`src/rtl/sfr_bus_arbiter.sv`:
```
// Two-master arbiter/sequencer for the SFR bus: core (A) and debug host (B).
// Each access runs IDLE -> BUS -> ACK with round-robin fairness and an A-side lock.
module sfr_bus_arbiter (
    input  logic        clk,
    input  logic        nreset,
    input  logic        a_req,
    input  logic [7:0]  a_addr,
    input  logic        a_r,
    input  logic [1:0]  a_w,
    input  logic [15:0] a_dwrite,
    input  logic        a_lock,
    output logic        a_ack,
    output logic [15:0] a_rdata,
    input  logic        b_req,
    input  logic [7:0]  b_addr,
    input  logic        b_r,
    input  logic [1:0]  b_w,
    input  logic [15:0] b_dwrite,
    output logic        b_ack,
    output logic [15:0] b_rdata,
    input  logic        hold,
    output logic        sel,
    output logic [7:0]  addr,
    output logic        r,
    output logic [1:0]  w,
    output logic [15:0] dwrite,
    input  logic [15:0] sfr_data,
    output logic        gnt_b
);

    localparam logic [1:0] ST_IDLE = 2'd0;
    localparam logic [1:0] ST_BUS  = 2'd1;
    localparam logic [1:0] ST_ACK  = 2'd2;

    logic [1:0] state;
    logic       last_b;
    logic       lock_flag;
    logic       any_req;
    logic       pick_b;

    // lock_flag is only ever set after an A grant, so it simply overrides the pointer
    always_comb begin
        any_req = a_req | b_req;
        if (a_req && b_req) begin
            pick_b = ~(last_b | lock_flag);
        end else begin
            pick_b = b_req;
        end
    end

    always_ff @(posedge clk or negedge nreset) begin
        if (!nreset) begin
            state     <= ST_IDLE;
            last_b    <= 1'b1;
            lock_flag <= 1'b0;
            sel       <= 1'b0;
            addr      <= 8'h00;
            r         <= 1'b0;
            w         <= 2'b00;
            dwrite    <= 16'h0000;
            a_ack     <= 1'b0;
            b_ack     <= 1'b0;
            a_rdata   <= 16'h0000;
            b_rdata   <= 16'h0000;
            gnt_b     <= 1'b0;
        end else begin
            case (state)
                ST_IDLE: begin
                    if (!hold && any_req) begin
                        state  <= ST_BUS;
                        sel    <= 1'b1;
                        gnt_b  <= pick_b;
                        last_b <= pick_b;
                        if (pick_b) begin
                            addr   <= b_addr;
                            r      <= b_r;
                            w      <= b_w;
                            dwrite <= b_dwrite;
                        end else begin
                            addr   <= a_addr;
                            r      <= a_r;
                            w      <= a_w;
                            dwrite <= a_dwrite;
                        end
                    end
                end
                ST_BUS: begin
                    // addr and dwrite are left alone so the SFR sees no glitch after the cycle
                    state <= ST_ACK;
                    sel   <= 1'b0;
                    r     <= 1'b0;
                    w     <= 2'b00;
                    if (gnt_b) begin
                        b_ack   <= 1'b1;
                        b_rdata <= r ? sfr_data : 16'h0000;
                    end else begin
                        a_ack   <= 1'b1;
                        a_rdata <= r ? sfr_data : 16'h0000;
                    end
                end
                ST_ACK: begin
                    state     <= ST_IDLE;
                    a_ack     <= 1'b0;
                    b_ack     <= 1'b0;
                    gnt_b     <= 1'b0;
                    lock_flag <= a_lock & ~gnt_b;
                end
                default: begin
                    state <= ST_IDLE;
                end
            endcase
        end
    end

endmodule

```
`config.mk`:
```
export PLATFORM = sky130hd
export DESIGN_NAME = sfr_bus_arbiter
export DESIGN_NICKNAME = d
export VERILOG_FILES = /design/src/rtl/sfr_bus_arbiter.sv
export SDC_FILE = /design/constraint.sdc
export NUM_CORES = 1
export LEC_CHECK = 0
export ABC_AREA = 1
export BUFFER_PORTS_ARGS = -buffer_cell sky130_fd_sc_hd__buf_2
export CAP_MARGIN = 30
export CELL_PAD_IN_SITES_DETAIL_PLACEMENT = 2
export CELL_PAD_IN_SITES_GLOBAL_PLACEMENT = 2
export CORE_MARGIN = 1.5
export CORE_UTILIZATION = 27
export DETAILED_ROUTE_END_ITERATION = 8
export GPL_ROUTABILITY_DRIVEN = 0
export PLACE_DENSITY_LB_ADDON = 0.15
export SYNTH_ARGS = -nofsm -noshare
export SYNTH_HDL_FRONTEND = slang
export SYNTH_SLANG_ARGS = --single-unit
```
`constraint.sdc`:
```
create_clock -name clk -period 2.9 [get_ports clk]
set_input_delay 0.29 -clock clk [delete_from_list [all_inputs] [get_ports clk]]
set_output_delay 0.29 -clock clk [all_outputs]
set_load 0.01 [all_outputs]
```
# == After elaboration in Yosys (flattened, before gate mapping) ==
# Cells that the tools add are included.
# word_totals
register_bits,67
inputBits,76
output_inout_bits,63
elab_cells,57
# op_classes
n_eq_ne,5
mux,20
n_bitwise,5
n_reduce_logical,14
# ops
operator,count
16-bit two-way mux,2
2-bit AND reduction,7
1-bit one-hot mux with 2 select lines,5
8-bit two-way mux,1
2-bit one-hot mux with 2 select lines,2
1-bit two-way mux,7
2-bit two-way mux,3
2-bit inequality test (second input constant),3
2-bit nonzero test,3
2-bit by 1-bit equality test with 1-bit output (second input constant),1
2-bit equality test (second input constant),1
1-bit logical AND,2
2-bit logical NOT,1
1-bit inverter,2
1-bit OR,2
1-bit bitwise AND,1
1-bit logical NOT,1

# == Depth between registers and ports, before layout ==
# depth
ltp_word,6
depth_mapped,9
depth_no_buf,7

# == Worst setup path before layout ==
# No wires, ideal clock.
# synth_path
path_type,register -> register
start,register last_b
end,register dwrite[10]
setup_time_ps,117
t_arrival_ps,1112
required_ps,2783
slack_ps,1671
path_stages_with_launch,7
path_buffers,1
synth_period_minus_slack_ps,1229
path_cell_list,dfstp_2 > o21ai_1 > nand2_1 > buf_2 > nand2_1 > nand3_1 > nand2_1
# synth_via
elab_chain_len,4
# synth_rtl
element,line_no,source
"start, declared",36,logic last_b;
"start signal, assigned",73,last_b <= pick_b;
1-bit OR,45,pick_b = ~(last_b | lock_flag);
1-bit inverter,45,
1-bit two-way mux,44,if (a_req && b_req) begin
16-bit two-way mux,74,if (pick_b) begin
"end signal, assigned",78,dwrite <= b_dwrite;
"end signal, assigned",83,dwrite <= a_dwrite;
"end, declared",26,"output logic [15:0] dwrite,"
# Every way passes these cells.
# A chain may end at the register's enable or synchronous reset.

# == Worst setup path after layout ==
# layout_path
start,register r
end,output port r
# layout_lines
element,line_no,source
"start, declared",24,"output logic r,"
"start signal, assigned",76,r <= b_r;
"start signal, assigned",81,r <= a_r;
# No word-level cell between the ends.

==> flow_summary.json <==
{
  "cts.reportedPaths.clkPinSlew_ns": 0.06,
  "syn-cell-area_um2": 3049,
  "synthDistinctLibCells": 15,
  "synth-compound-area-share": 0.05416,
  "cts.sink_count": 67,
  "yosys.area_share.adder": 0,
  "final_common_cell": "nand2_1",
  "design.portCount": 139,
  "grt_antenna_before_repair": 0,
  "avgSynthCellArea_um2": 7.838,
  "hold_buffers": 0,
  "core_um2": 10940,
  "cpLargestDelayFamily": "flip-flops",
  "drtAntennaViolNets": 0,
  "yosysSeqAreaShare": 0.5503,
  "grt_max_degree": 68,
  "cp_max_fo": 18,
  "wire_per_inst_um": 14.78,
  "p_per_area_nw_per_um2": 861.7,
  "maxSlewViolCount": 0,
  "grt_pass1_wl_um": 16020,
  "first_pass_iters": 4,
  "drtIter0Drc": 91,
  "synth_mux_area_frac": 0,
  "drive_above_1_share": 0.3118,
  "grt_pass1_vias": 3188,
  "via_count": 3016,
  "synth_cells": 389,
  "synthSimpleGateAreaFrac": 0.2815,
  "syn2layout_area_growth_pct": 36.40,
  "worstPathRequired_ns": 2.61,
  "end_kind": "output pin",
  "viasPerCell": 4.529,
  "initial_core_util": 0.2788,
  "fin_crit_sh": 0.5811,
  "synth-xor-area-share": 0,
  "cts_tree": "built",
  "port-buffer-count": 138,
  "cts_setup_buffers": 0,
  "critical_path_class": "register to output pin",
  "hold_violations": 0,
  "wirelength_um": 9845,
  "htree_levels": 3,
  "post-route-min-period_ns": 1.685,
  "peakVddDrop_v": 0.0003181,
  "track_usage": 0.1765,
  "critPathLaunchType": "register",
  "ctsRootBufferMaster": "clkbuf_16",
  "cts_resized": 0,
  "arrival_ns": 1.40,
  "status": "completed",
  "dp.cells": 650,
  "antenna-diode-count": 0,
  "ys_ff_latch": 67,
  "holdCritPathClass": "primary input to async pin",
  "yosysWarnings": 0,
  "rsz0062_at_grt": "no",
  "max_stage_delay_ns": 0.80,
  "crit_chain": "buf_2",
  "slowest_stage": "dfrtp_1",
  "drc_errors": 0,
  "overflow": 0,
  "fin_skew_ns": 0.005411,
  "row_count": 38,
  "die_x_um": 109.3,
  "final_cell_mix": "nand2_1, buf_2, dfrtp_1, inv_1, nand3_1",
  "slew_headroom": 0.4076,
  "worst_pin_slew_ns": 0.8885,
  "fin_nets": 597,
  "fin_cells": 666,
  "cts_buffers": 9,
  "clk_latency_ns": 0.33,
  "max_freq_ghz": 0.5934,
  "setup_viol": 0,
  "worst-path-buf-inv": 1,
  "hpwl_um": 6844,
  "synth_nets": 465,
  "drv_cap": 0,
  "hold_ws_ns": 0.06906,
  "synth_top_family_by_area": "simple AND/OR/NAND/NOR gates",
  "p_leak_nw": 2.441,
  "clk_path_buf_depth": 2,
  "die-area_um2": 11940,
  "fp.dieH_um": 109.3,
  "finalSetupTns_ns": 0
}
-- final timing paths --
check	to	slack [ns]	startpoint	depth (start not counted)
max in group asynchronous	addr[1]	2.23	nreset	1
min in group clk	lock_flag	0.21	a_lock	3
min	dwrite[2]	0.07	nreset	1
max	r	1.21	r	1
max reg2reg	dwrite[2]	1.29	last_b	7
min reg2reg	dwrite[2]	0.47	dwrite[2]	2
-- registers in the layout, indices dropped and copies added, names as in the netlist, 2 cells and up --
signal	flops
addr	8
b_rdata	16
w	2
a_rdata	16
state	2
dwrite	16
-- power by group --
group / switching, mW / total (mW) / internal (mW)
clock: 0.412 / 1.10 / 0.687
combinational: 0.629 / 1.05 / 0.419
sequential: 0.190 / 1.44 / 1.25
total: 1.23 / 3.58 / 2.35
-- stage by stage --
stage | area [µm²] | util | total power, mW | setup WS (ns)
finish | 4159 | 0.3803 | 3.584 | 1.215
global route | 4159 | 0.3803 | 3.857 | 1.137
CTS | 4159 | 0.3803 | 3.662 | 1.180
detailed placement | 3855 | 0.3525 | 2.532 | 0.9362
global placement | 3825 | 0.3498 | 2.470 | 1.037
floorplan | 3049 | - | 1.983 | 1.671
-- logic make-up (layout without fill, tap and decap cells) --
kind of cell,count (synthesis),count (layout)
compound gates,33,33
simple gates,206,206
flops,67,67
buf+inv,83,220
-- per-layer routing --
| metal | track usage | routed length, µm | up-vias |
|---|---|---|---|
| met2 | 0.3089 | 4869 | 88 |
| met5 | 0 | 0 | - |
| met1 | 0.2184 | 4359 | 1462 |
| li1 | - | - | 1454 |
| met3 | 0.02989 | 479 | 12 |
| met4 | 0.06122 | 136 | 0 |
-- layout make-up --
| cell class | count | area, µm² |
|---|---|---|
| clock buffers | 10 | 239.0 |
| clock inverters | 6 | 65.06 |
| fillers | 1281 | 6777 |
| inverters | 61 | 229.0 |
| multi-input cells | 239 | 1027 |
| flip-flops and latches | 67 | 1678 |
| well taps | 140 | 175.2 |
| repair buffers | 143 | 745.7 |
-- cell usage after synthesis --
library cell | instances | share of area
buf_2 | 14 | 0.023
buf_4 | 1 | 0.0025
buf_6 | 2 | 0.0074
clkbuf_1 | 5 | 0.0062
dfrtp_1 | 66 | 0.54
dfstp_2 | 1 | 0.0086
inv_1 | 60 | 0.074
inv_2 | 1 | 0.0012
nand2_1 | 141 | 0.17
nand2_2 | 1 | 0.0021
nand3_1 | 60 | 0.098
nor2_1 | 3 | 0.0037
nor2_4 | 1 | 0.0037
o21ai_0 | 26 | 0.043
o21ai_1 | 7 | 0.011
Note: power is estimated with default switching activity, not from simulation.
